File: src/rtl/core_pkg.sv
// core_pkg: shared constants and fetch FSM state type for the 5-stage core
// Contents: XLEN, NOP_INSTR (addi x0,x0,0 bubble), fetch_state_t {REQ, HOLD, DROP}.
package core_pkg;
  localparam int XLEN = 32;
  localparam logic [XLEN-1:0] NOP_INSTR = 32'h0000_0013;
  typedef enum logic [1:0] {REQ, HOLD, DROP} fetch_state_t;
endpackage

File: src/rtl/fd_pipe_reg.sv
// fd_pipe_reg: pipeline stage register with flush > stall > load > bubble priority
// Ports: clk, rst (async, active-high); flush_i, stall_i, load_i controls;
// instr_i, pc_i payload in; valid_o, instr_o, pc_o, pc_plus4_o registered out.
// A bubble clears valid and inserts BUBBLE_INSTR but keeps pc/pc_plus4.
module fd_pipe_reg import core_pkg::*; #(
  parameter logic [XLEN-1:0] RESET_PC     = '0,
  parameter logic [XLEN-1:0] BUBBLE_INSTR = NOP_INSTR
) (
  input  logic            clk,
  input  logic            rst,
  input  logic            flush_i,
  input  logic            stall_i,
  input  logic            load_i,
  input  logic [XLEN-1:0] instr_i,
  input  logic [XLEN-1:0] pc_i,
  output logic            valid_o,
  output logic [XLEN-1:0] instr_o,
  output logic [XLEN-1:0] pc_o,
  output logic [XLEN-1:0] pc_plus4_o
);
  logic            valid_q, valid_d;
  logic [XLEN-1:0] instr_q, instr_d, pc_q, pc_d, pc4_q, pc4_d;
  logic            take, bubble;
  assign take   = !flush_i && !stall_i && load_i;
  assign bubble = flush_i || (!stall_i && !load_i);
  always_comb begin
    valid_d = take ? 1'b1 : bubble ? 1'b0 : valid_q;
    instr_d = take ? instr_i : bubble ? BUBBLE_INSTR : instr_q;
    pc_d    = take ? pc_i : pc_q;
    pc4_d   = take ? pc_i + 32'd4 : pc4_q;
  end
  always_ff @(posedge clk or posedge rst) begin
    if (rst) begin
      valid_q <= 1'b0;
      instr_q <= BUBBLE_INSTR;
      pc_q    <= RESET_PC;
      pc4_q   <= RESET_PC + 32'd4;
    end else begin
      valid_q <= valid_d;
      instr_q <= instr_d;
      pc_q    <= pc_d;
      pc4_q   <= pc4_d;
    end
  end
  assign valid_o    = valid_q;
  assign instr_o    = instr_q;
  assign pc_o       = pc_q;
  assign pc_plus4_o = pc4_q;
endmodule

File: src/rtl/fetch_unit.sv
// fetch_unit: PC generation, imem req/ack handshake and F/D register
// Ports: clk, rst (async, active-high); hazard controls f_in_stall_en,
// d_in_stall_en, d_in_flush_en; redirect e_in_branch_en/e_in_branch_target;
// imem_out_req/imem_out_addr, imem_in_ack/imem_in_rdata; F/D outputs
// f_out_instr, f_out_pc, f_out_pc_plus4, f_out_valid.
// Optional: FETCH_PERF_CNT_EN adds f_out_stall_cnt and f_out_redirect_cnt.
module fetch_unit import core_pkg::*; #(
  parameter logic [31:0] RESET_PC  = 32'h0000_0000,
  parameter logic [31:0] NOP_INSTR = core_pkg::NOP_INSTR
) (
  input  logic        clk,
  input  logic        rst,
  input  logic        f_in_stall_en,
  input  logic        d_in_stall_en,
  input  logic        d_in_flush_en,
  input  logic        e_in_branch_en,
  input  logic [31:0] e_in_branch_target,
  output logic        imem_out_req,
  output logic [31:0] imem_out_addr,
  input  logic        imem_in_ack,
  input  logic [31:0] imem_in_rdata,
  output logic [31:0] f_out_instr,
  output logic [31:0] f_out_pc,
  output logic [31:0] f_out_pc_plus4,
  output logic        f_out_valid
`ifdef FETCH_PERF_CNT_EN
  ,
  output logic [31:0] f_out_stall_cnt,
  output logic [31:0] f_out_redirect_cnt
`endif
);
  fetch_state_t state_q, state_d;
  logic [31:0]  pc_q, pc_d, pend_q, pend_d, skid_q, skid_d, fd_data;
  logic         fd_load;
  // In HOLD the PC is frozen, so pc_q is also the address of the skid entry.
  always_comb begin
    state_d = state_q;
    pc_d    = pc_q;
    pend_d  = pend_q;
    skid_d  = skid_q;
    fd_load = 1'b0;
    fd_data = imem_in_rdata;
    case (state_q)
      REQ: begin
        if (imem_in_ack) begin
          if (e_in_branch_en) pc_d = e_in_branch_target;
          else if (f_in_stall_en) begin
            skid_d  = imem_in_rdata;
            state_d = HOLD;
          end else begin
            fd_load = 1'b1;
            pc_d    = pc_q + 32'd4;
          end
        end else if (e_in_branch_en) begin
          pend_d  = e_in_branch_target;
          state_d = DROP;
        end
      end
      HOLD: begin
        fd_data = skid_q;
        if (e_in_branch_en) begin
          pc_d    = e_in_branch_target;
          state_d = REQ;
        end else if (!f_in_stall_en) begin
          fd_load = 1'b1;
          pc_d    = pc_q + 32'd4;
          state_d = REQ;
        end
      end
      DROP: begin
        // The in-flight request must complete at its old address; a branch
        // arriving together with that ack is the newest redirect and wins.
        if (imem_in_ack) begin
          pc_d    = e_in_branch_en ? e_in_branch_target : pend_q;
          state_d = REQ;
        end else if (e_in_branch_en) pend_d = e_in_branch_target;
      end
      default: state_d = REQ;
    endcase
  end
  always_ff @(posedge clk or posedge rst) begin
    if (rst) begin
      state_q <= REQ;
      pc_q    <= RESET_PC;
      pend_q  <= RESET_PC;
      skid_q  <= NOP_INSTR;
    end else begin
      state_q <= state_d;
      pc_q    <= pc_d;
      pend_q  <= pend_d;
      skid_q  <= skid_d;
    end
  end
  assign imem_out_req  = state_q != HOLD;
  assign imem_out_addr = pc_q;
  fd_pipe_reg #(.RESET_PC(RESET_PC), .BUBBLE_INSTR(NOP_INSTR)) u_fd (
    .clk       (clk),
    .rst       (rst),
    .flush_i   (d_in_flush_en || e_in_branch_en),
    .stall_i   (d_in_stall_en),
    .load_i    (fd_load),
    .instr_i   (fd_data),
    .pc_i      (pc_q),
    .valid_o   (f_out_valid),
    .instr_o   (f_out_instr),
    .pc_o      (f_out_pc),
    .pc_plus4_o(f_out_pc_plus4)
  );
`ifdef FETCH_PERF_CNT_EN
  logic [31:0] stall_cnt_q, redirect_cnt_q;
  always_ff @(posedge clk or posedge rst) begin
    if (rst) begin
      stall_cnt_q    <= '0;
      redirect_cnt_q <= '0;
    end else begin
      stall_cnt_q    <= stall_cnt_q + {31'b0, f_in_stall_en};
      redirect_cnt_q <= redirect_cnt_q + {31'b0, e_in_branch_en};
    end
  end
  assign f_out_stall_cnt    = stall_cnt_q;
  assign f_out_redirect_cnt = redirect_cnt_q;
`endif
endmodule

File: config.mk
export PLATFORM = sky130hd
export DESIGN_NAME = fetch_unit
export DESIGN_NICKNAME = d
export VERILOG_FILES = /design/src/rtl/core_pkg.sv /design/src/rtl/fd_pipe_reg.sv /design/src/rtl/fetch_unit.sv
export SDC_FILE = /design/constraint.sdc
export NUM_CORES = 1
export LEC_CHECK = 0
export ABC_AREA = 0
export CELL_PAD_IN_SITES_DETAIL_PLACEMENT = 1
export CELL_PAD_IN_SITES_GLOBAL_PLACEMENT = 1
export CORE_ASPECT_RATIO = 0.9
export CORE_MARGIN = 2
export CORE_UTILIZATION = 42
export CTS_CLUSTER_SIZE = 24
export DETAILED_ROUTE_END_ITERATION = 12
export HOLD_SLACK_MARGIN = 0.06
export PLACE_DENSITY_LB_ADDON = 0.1
export REMOVE_ABC_BUFFERS = 1
export SLEW_MARGIN = 10
export SYNTH_ARGS = -nofsm -noshare
export SYNTH_HDL_FRONTEND = slang
export SYNTH_SLANG_ARGS = --single-unit
File: constraint.sdc
create_clock -name clk -period 17.7 [get_ports clk]
set_clock_uncertainty 0.05 [all_clocks]
set_input_delay 3.54 -clock clk [delete_from_list [all_inputs] [get_ports clk]]
set_output_delay 3.54 -clock clk [all_outputs]
set_load 0.02 [all_outputs]
==> impl_metrics.toml <==
[finish]
fin_nets = 1146
area_growth_pct = 30.0
antenna_cells = 0
instances_no_fill = 1378
drive_gt1_frac = 0.120

[synthesis]
post_synth_mux_area_share = 0.126
synth_top_family_by_area = "simple AND/OR/NAND/NOR gates"
syn_area_mm2 = 0.00918
synthSimpleGateAreaFrac = 0.185
synth_top_area_frac = 0.507
synth_warnings = 0
yosys-top-cells-count = "192 x nand2_1, 186 x dfrtp_1, 82 x o21ai_0"
ys_seq_area_frac = 0.527
syn_area_per_cell_um2 = 9.96
synth-xor-area-share = 0.0115
synthCells = 921
yosys.cell_count.top_type = "nand2_1"
synth_top_area_cell = "dfrtp_1"
synth-edff-count = 0
synthAdderAreaFrac = 0.00136
ys.flop_type = "dfrtp_1"
synth_cell_types = 56
synth_area_leaders = "dfrtp_1 51%, mux2_2 8.2%, nand2_1 7.9%, o21ai_0 4.5%, mux2i_1 4.4%"
ys_seq_elements = 193
synth-compound-area-share = 0.112
async_flop_share = 1.00

[sta]
finalCritPeriodShare = 0.339
rsz0062_at_grt = "false"
fin_crit_ns = 6.00
tightest_slew_ns = 1.19
fin_tns_setup_ns = 0
hold_violations = 0
hold_ws_ns = 0.425
final-setup-viol-count = 0
max_slew_margin = 0.205
fmax_ghz = 0.167
slew_viol_final = 0

[clock_tree]
cts_sinks = 193
tritoncts = "built"
cts_made_buffers = 17
cts_buffer_depth = 2
hold_buffers = 0
clk_pin_slew_ns = 0.08
htree_levels = 4
cts_root_buffer = "clkbuf_16"
cts_resized = 0
cts_setup_buffers = 0
clock_latency_ns = 0.44

[routing]
avgViaCountPerCell = 5.53
drcViolationCount = 0
finalWirelength_um = 26900
dr_total_vias = 7627
dr.first_iter.drc_count = 410
drt-pass1-iter-count = 4
ant_nets = 0
wl_per_cell_um = 19.5

[critical_path]
required_ns = 14.11
r2r_slack_ns = 14.68
start_kind = "register"
worstSetupPathType = "register to output port"
reg2reg_from = "imem_out_addr[2]"
rr_worst_depth = 5
crit_path_end_kind = "output port"
cp_max_fo = 34
worst_ep_arrival_time_ns = 2.41
rr_endpoint = "imem_out_addr[18]"

[grt]
grt_usage = 0.240
grt_busiest_layer = "met2"
grt_use_met3 = 0.0430
grt_use_met1 = 0.321
use_met2 = 0.408
grt_pass1_vias = 8047
grt_pass1_wl_um = 43900
overflow = 0
grt_max_degree = 123
grt_antenna_before_repair = 0

[job]
max_cap_viol_count = 0

[power]
p_per_area_mw_per_mm2 = 122
cellLeakagePower_uw = 0.00508
peakVddDrop_v = 0.0000648

[min_path]
hold_depth = 2
hp-start = "u_fd.pc_o[8]"
hold_path_class = "register to register"
min_to = "u_fd.pc_o[8]"

[floorplan]
core_mm2 = 0.0216
die_area_mm2 = 0.0231
start_util = 0.426
fp.dieW_um = 160
die_y_um = 144
rows = 51
ios = 201

[status]
status = "finished clean"

[placement]
io_buffers = 200
routabilityCongestion = 0.781
dpl.cell_count = 1346
dpl.hpwl_um = 17500
-- cells by family after synthesis --
kind of cell	count (synthesis)
muxes	107
and+or+nand+nor	356
adders and majority gates	1
buffers and inverters	85
AOI/OAI and AO/OA	167
DFF	193
xor gates and xnor gates	12
-- critical path, stage by stage, from the launching register on --
cell	delay [ns]
dfrtp_1	0.55
nand2b_2	0.18
buf_4	0.50
clkdlybuf4s50_1	0.73
-- layout by cell type, fill, tap and decap left out, types with 4 or more instances in the layout --
master and n:
nand4_1 16, or3_1 28, dfstp_2 7, o21ai_1 4, inv_1 7, o211ai_1 16
nand2_1 192, and3_1 7, o21ai_0 82, a21oi_1 10, clkdlybuf4s50_1 199, clkbuf_16 17
inv_8 5, xnor2_1 9, buf_4 11, nand3_1 18, mux2_2 67, o311ai_0 4
dfrtp_1 186, o21a_1 4, o31ai_1 4, and4_1 4, nor3_1 14, inv_6 5
a31oi_1 17, or4_1 14, mux2i_1 40, nand2b_1 17, nor2_1 28
-- where the power goes --
| part | switching, µW | internal (µW) | total (µW) |
|---|---|---|---|
| Clock | 195 | 190 | 385 |
| Combinational | 223 | 212 | 435 |
| Sequential | 90.8 | 539 | 630 |
| Total | 509 | 942 | 1450 |
-- layer usage --
metal	share of wire	vias to the layer above
met5	0	-
met4	0.011	0
met3	0.047	24
met2	0.49	178
met1	0.46	3882
li1	-	3543
-- sequential cells by signal, summed over array words and instances, names as in the netlist --
signal / cells
imem_out_addr: 32
pend_q: 32
skid_q: 32
state_q: 2
u_fd.instr_o: 32
u_fd.pc_o: 32
u_fd.pc_plus4_o: 30
u_fd.valid_o: 1
-- per-stage QoR --
step                      total power, µW  utilization  setup WS, ns  cell area [µm²]
after floorplan                       849            -          8.87             8860
after global placement               1060        0.526         11.61            11300
after detailed placement             1080        0.526         11.55            11300
after CTS                            1460        0.553         11.69            11900
after global routing                 1530        0.553         11.60            11900
final                                1450        0.553         11.70            11900
-- worst max-delay path by stage --
| stage | startpoint | endpoint | slack (ns) |
|---|---|---|---|
| 6_report | state_q[1] | imem_out_req | 11.70 |
| 5_1_grt | state_q[1] | imem_out_req | 11.60 |
| 3_5_place_dp | e_in_branch_en | pend_q[18] | 11.55 |
| 4_1_cts | state_q[1] | imem_out_req | 11.69 |
| 2_1_floorplan | rst | imem_out_addr[0] | 8.87 |
| 3_3_place_gp | f_in_stall_en | imem_out_addr[2] | 11.61 |
-- area by class of cell --
type,instances,area [µm²]
clock buffers,17,425
clock inverters,15,163
fillers,2399,9640
inverters,8,37.5
multi-input cells,643,4030
flip-flops and latches,193,4840
well taps,291,364
repair buffers,211,2080
Note: power is estimated with default switching activity, not from simulation.
